$ cat config.mk
export PLATFORM = sky130hd
export DESIGN_NAME = c3lib_rst_seq_ctrl
export DESIGN_NICKNAME = d
export VERILOG_FILES = /design/src/rtl/c3lib_rst_seq_ctrl.sv
export SDC_FILE = /design/constraint.sdc
export NUM_CORES = 1
export LEC_CHECK = 0
export CAP_MARGIN = 20
export CELL_PAD_IN_SITES_DETAIL_PLACEMENT = 1
export CELL_PAD_IN_SITES_GLOBAL_PLACEMENT = 1
export CORE_MARGIN = 3
export CORE_UTILIZATION = 43
export CTS_CLUSTER_SIZE = 20
export DETAILED_ROUTE_END_ITERATION = 12
export PLACE_DENSITY_LB_ADDON = 0.1
export RECOVER_POWER = 50
export SYNTH_ARGS = -nofsm -noshare
export SYNTH_HDL_FRONTEND = slang
export SYNTH_SLANG_ARGS = --single-unit
export TNS_END_PERCENT = 50
$ cat constraint.sdc
create_clock -name clk -period 5.9 [get_ports clk]
set_input_delay 1.18 -clock clk [delete_from_list [all_inputs] [get_ports clk]]
set_output_delay 1.18 -clock clk [all_outputs]
set_load 0.01 [all_outputs]
$ cat src/rtl/c3lib_rst_seq_ctrl.sv
// Purpose : releases NUM_STG active-low resets one after another. Each stage
//           gets a DLY_CYC pre-release delay, then must acknowledge within
//           TMO_CYC cycles via its stat_n bit before the next stage starts.
// Latency : stage 0 is released DLY_CYC cycles after seq_en is first sampled;
//           with immediate acks, seq_done rises NUM_STG*(DLY_CYC+1) cycles
//           after that sampling edge.
// Backpressure: none. A missing ack or a released stage falling back into
//           reset drops every stage and raises seq_err; seq_en=0 aborts at once.
//
// Ports:
//   clk        single clock, rising edge
//   rst        synchronous active-high reset
//   seq_en     level request: 1 = run the sequence, 0 = hold all stages in reset
//   stat_n     per-stage status, already synchronized (0 = stage out of reset)
//   rst_out_n  per-stage active-low reset, registered
//   seq_busy   registered, 1 while a stage is in its delay or ack window
//   seq_done   registered, 1 once every stage is released and acknowledged
//   seq_err    registered, 1 after a timeout or a lost ack; held until seq_en=0
module c3lib_rst_seq_ctrl #(
  parameter int NUM_STG = 4,
  parameter int DLY_CYC = 8,
  parameter int TMO_CYC = 255
) (
  input  logic               clk,
  input  logic               rst,
  input  logic               seq_en,
  input  logic [NUM_STG-1:0] stat_n,
  output logic [NUM_STG-1:0] rst_out_n,
  output logic               seq_busy,
  output logic               seq_done,
  output logic               seq_err
);

  // One counter serves both the delay and the ack timeout, so it must hold
  // the larger of the two terminal values.
  localparam int MAX_CYC = (DLY_CYC > TMO_CYC) ? DLY_CYC : TMO_CYC;
  localparam int CNT_W   = $clog2(MAX_CYC + 1);
  localparam int IDX_W   = (NUM_STG > 1) ? $clog2(NUM_STG) : 1;

  localparam logic [CNT_W-1:0] DLY_LAST = CNT_W'(DLY_CYC - 1);
  localparam logic [CNT_W-1:0] TMO_LAST = CNT_W'(TMO_CYC - 1);
  localparam logic [IDX_W-1:0] IDX_LAST = IDX_W'(NUM_STG - 1);

  typedef enum logic [2:0] {
    ST_IDLE,
    ST_DLY,
    ST_ACK,
    ST_DONE,
    ST_ERR
  } state_t;

  state_t           state;
  logic [IDX_W-1:0] idx;
  logic [CNT_W-1:0] cnt;

  always_ff @(posedge clk) begin
    if (rst) begin
      state     <= ST_IDLE;
      idx       <= '0;
      cnt       <= '0;
      rst_out_n <= '0;
      seq_busy  <= 1'b0;
      seq_done  <= 1'b0;
      seq_err   <= 1'b0;
    end else if (state != ST_IDLE && !seq_en) begin
      // Abort outranks every other transition, including a coincident ack.
      state     <= ST_IDLE;
      idx       <= '0;
      cnt       <= '0;
      rst_out_n <= '0;
      seq_busy  <= 1'b0;
      seq_done  <= 1'b0;
      seq_err   <= 1'b0;
    end else begin
      case (state)
        ST_IDLE: begin
          if (seq_en) begin
            state    <= ST_DLY;
            idx      <= '0;
            cnt      <= '0;
            seq_busy <= 1'b1;
          end
        end

        ST_DLY: begin
          if (cnt == DLY_LAST) begin
            rst_out_n[idx] <= 1'b1;
            cnt            <= '0;
            state          <= ST_ACK;
          end else begin
            cnt <= cnt + CNT_W'(1);
          end
        end

        ST_ACK: begin
          // Only the stage just released is watched. An ack on the timeout
          // edge still counts as an ack.
          if (!stat_n[idx]) begin
            cnt <= '0;
            if (idx == IDX_LAST) begin
              state    <= ST_DONE;
              seq_busy <= 1'b0;
              seq_done <= 1'b1;
            end else begin
              idx   <= idx + IDX_W'(1);
              state <= ST_DLY;
            end
          end else if (cnt == TMO_LAST) begin
            state     <= ST_ERR;
            rst_out_n <= '0;
            cnt       <= '0;
            seq_busy  <= 1'b0;
            seq_err   <= 1'b1;
          end else begin
            cnt <= cnt + CNT_W'(1);
          end
        end

        ST_DONE: begin
          // Any stage falling back into reset invalidates the whole sequence.
          if (|stat_n) begin
            state     <= ST_ERR;
            rst_out_n <= '0;
            seq_done  <= 1'b0;
            seq_err   <= 1'b1;
          end
        end

        ST_ERR: begin
          // Held until seq_en drops (handled by the abort branch).
        end

        default: begin
          state     <= ST_IDLE;
          idx       <= '0;
          cnt       <= '0;
          rst_out_n <= '0;
          seq_busy  <= 1'b0;
          seq_done  <= 1'b0;
          seq_err   <= 1'b0;
        end
      endcase
    end
  end

endmodule

==> flow_metrics.env <==
export IMPL_grt_pass1_vias=1044
export IMPL_worst_setup_path_start_kind="primary input"
export IMPL_worstMarginPinSlew_ns=0.6788
export IMPL_drt_iter0_markers=35
export IMPL_syn_inst=131
export IMPL_hold_buffers=0
export IMPL_synth_edf_count=0
export IMPL_grt_util_all_layers_pct=19.81
export IMPL_synth_seq_cells=20
export IMPL_grt_max_degree=16
export IMPL_nFillCells=297
export IMPL_cts_sinks=20
export IMPL_syn_nets=144
export IMPL_yosysSeqAreaShare_pct=35.91
export IMPL_ir_worst_vdd_uv=230.0
export IMPL_finalClockSkew_ns=0.002450
export IMPL_cts_setup_buffers=0
export IMPL_die_w_um=56.92
export IMPL_outcome="finished clean"
export IMPL_timing_fmax_mhz=325.9
export IMPL_num_vias=1069
export IMPL_synthArstFlopShare_pct=0
export IMPL_cp_required_ns=6.15
export IMPL_grt_pass1_wl_um=5009
export IMPL_route_detailed_drc=0
export IMPL_wirelength_um=2966
export IMPL_clk_pin_slew_ns=0.12
export IMPL_timing_final_crit_share_pct=52.00
export IMPL_wl_per_cell_um=17.14
export IMPL_port_buffers=13
export IMPL_hold_class="reg2reg"
export IMPL_area_growth_pct=15.83
export IMPL_slew_headroom_pct=54.55
export IMPL_die_h_um=56.92
export IMPL_critPathMaxFanout=8
export IMPL_cts_tree="yes"
export IMPL_diodes=0
export IMPL_p_per_area_nw_per_um2=414.7
export IMPL_drv_cap=0
export IMPL_nets=159
export IMPL_synth_area_leaders="dfxtp_1 (36%), ha_1 (6.7%), nor2_1 (5.4%)"
export IMPL_netlist_area_um2=1115
export IMPL_yosysTopAreaCell="dfxtp_1"
export IMPL_setup_violations=0
export IMPL_path_class="in2reg"
export IMPL_overflow=0
export IMPL_critPathSlowestCell="dlygate4sd3_1"
export IMPL_firstDrtPassIters=4
export IMPL_critPathBufInv=1
export IMPL_end_kind="flop"
export IMPL_post_cts_resize_count=0
export IMPL_p_leak_nw=0.4734
export IMPL_crit_path_max_incr_delay_ns=0.55
export IMPL_antenna_found_initial=0
export IMPL_dp_hpwl_um=2255
export IMPL_final_hold_viol_count=0
export IMPL_drive_above_1_share_pct=5.517
export IMPL_cp_top_family="simple AND/OR/NAND/NOR gates"
export IMPL_fin_area_um2=1291
export IMPL_clock_latency_ns=0.31
export IMPL_ys_warn_count=0
export IMPL_cts_root_buffer="clkbuf_4"
export IMPL_worstPathArrival_ns=3.32
export IMPL_place_congestion=0.7704
export IMPL_synth_flop_cell="dfxtp_1"
export IMPL_viasPerCell=6.179
export IMPL_die_area_um2=3239
export IMPL_ant_nets=0
export IMPL_place_area_um2=1257
export IMPL_cts_buffers=3
export IMPL_crit_chain="dlygate4sd3_1 -> mux4_2 -> or3_1 -> and4_1 -> a21o_1 -> nor2_1"
export IMPL_row_count=17
export IMPL_h_tree_depth=1
export IMPL_cts_buffer_depth=2
export IMPL_start_util_pct=47.65
export IMPL_synth_top_area_share_pct=35.91
export IMPL_slew_viol_final=0
export IMPL_final_setup_tns_ns=0
export IMPL_finalCriticalPeriod_ns=3.068
export IMPL_syn_avg_cell_area_um2=8.510
export IMPL_core_area_um2=2340
export IMPL_design_portCount=14
export IMPL_rsz0062_at_grt="false"
export IMPL_ys_types=38
-- routing by layer --
layer	wire, um	global-route usage (%)	vias up
li1	-	-	517
met1	1500	27.70	526
met2	1340	28.87	21
met3	75	4.138	5
met4	49	9.272	0
met5	0	0	-
-- power breakdown --
| group | internal (W) | switching (W) |
|---|---|---|
| Combinational | 0.0000980 | 0.000164 |
| Sequential | 0.000156 | 0.0000355 |
| Clock | 0.0000377 | 0.0000445 |
-- layout make-up --
type,count,area (um^2),area share (%)
tap,28,35.03,2.713
timing repair buffer,14,137.6,10.66
sequential,20,400.4,31.01
multi-input combinational,102,663.1,51.36
inverter,5,18.77,1.453
clock buffer,4,36.28,2.810
-- cell usage in the layout (no fill, tap or decap), types with 2 or more instances in the layout --
| cell | synthesis | layout |
|---|---|---|
| nand4_1 | 3 | 3 |
| nor3b_1 | 2 | 2 |
| nor2_1 | 16 | 16 |
| ha_1 | 6 | 6 |
| nand3b_1 | 2 | 2 |
| nand2_1 | 10 | 10 |
| dfxtp_1 | 20 | 20 |
| clkbuf_4 | 0 | 3 |
| nand2b_1 | 2 | 2 |
| inv_1 | 5 | 5 |
| clkdlybuf4s50_1 | 0 | 5 |
| a211oi_1 | 6 | 6 |
| nand3_1 | 6 | 6 |
| mux2i_1 | 3 | 3 |
| o21bai_1 | 2 | 2 |
| nor3_1 | 3 | 3 |
| a22oi_1 | 2 | 2 |
| o21ai_0 | 8 | 8 |
| a21oi_1 | 11 | 11 |
| dlygate4sd3_1 | 0 | 8 |
| a31oi_1 | 3 | 3 |
-- state kept, by name (all words and copies together), names as in the netlist --
name and count:
idx 2, seq_done 1, cnt 8, rst_out_n 4, state 3, seq_busy 1, seq_err 1
-- logic make-up (layout without fill, tap and decap cells) --
family                     Yosys count  in the layout  share of synthesized area (%)
and+or+nand+nor                     50             50                          22.78
muxes                                4              4                          4.714
buffers and inverters                9             23                          3.704
AOI/OAI and AO/OA                   40             40                          24.58
DFF                                 20             20                          35.91
xor gates and xnor gates             2              2                          1.572
adders and majority gates            6              6                          6.734
-- Yosys cell counts (all sizes together) (2+ instances only) --
| master | count |
|---|---|
| dfxtp | 20 |
| nor2 | 16 |
| a21oi | 11 |
| nand2 | 10 |
| o21ai | 8 |
| a211oi | 6 |
| ha | 6 |
| nand3 | 6 |
| inv | 5 |
| a31oi | 3 |
| mux2i | 3 |
| nand4 | 3 |
| nor3 | 3 |
| a22oi | 2 |
| buf | 2 |
| clkbuf | 2 |
| nand2b | 2 |
| nand3b | 2 |
| nor3b | 2 |
| o21bai | 2 |
-- through the flow --
step,cells,hold WS [ns],utilization [%],total power (W),setup slack [ns]
2_1_floorplan,131,0.4513,-,0.0003878,3.251
3_3_place_gp,168,0.4486,53.74,0.0004460,2.697
3_5_place_dp,168,0.4586,53.74,0.0004561,2.655
4_1_cts,172,0.4892,55.29,0.0005396,2.988
5_1_grt,173,0.5121,55.19,0.0005798,2.729
6_report,173,0.4776,55.19,0.0005355,2.832
-- path summary, 6_finish.rpt --
kind / slack (ns) / to / from / cells past startpoint
worst max register to register: 3.55 / cnt[5] / state[1] / 5
worst min register to register: 0.48 / rst_out_n[3] / rst_out_n[3] / 2
worst min-delay path: 0.48 / rst_out_n[3] / rst_out_n[3] / 2
worst max-delay path: 2.83 / rst_out_n[0] / stat_n[0] / 6
-- worst reg2reg max path: cells and delay by family, from the launching register on --
kind             cells  cell delay (ns)
AO/OA/AOI/OAI        3             1.13
AND/OR/NAND/NOR      2             0.60
flip-flops           1             0.52
(Power assumes the default switching activity.)
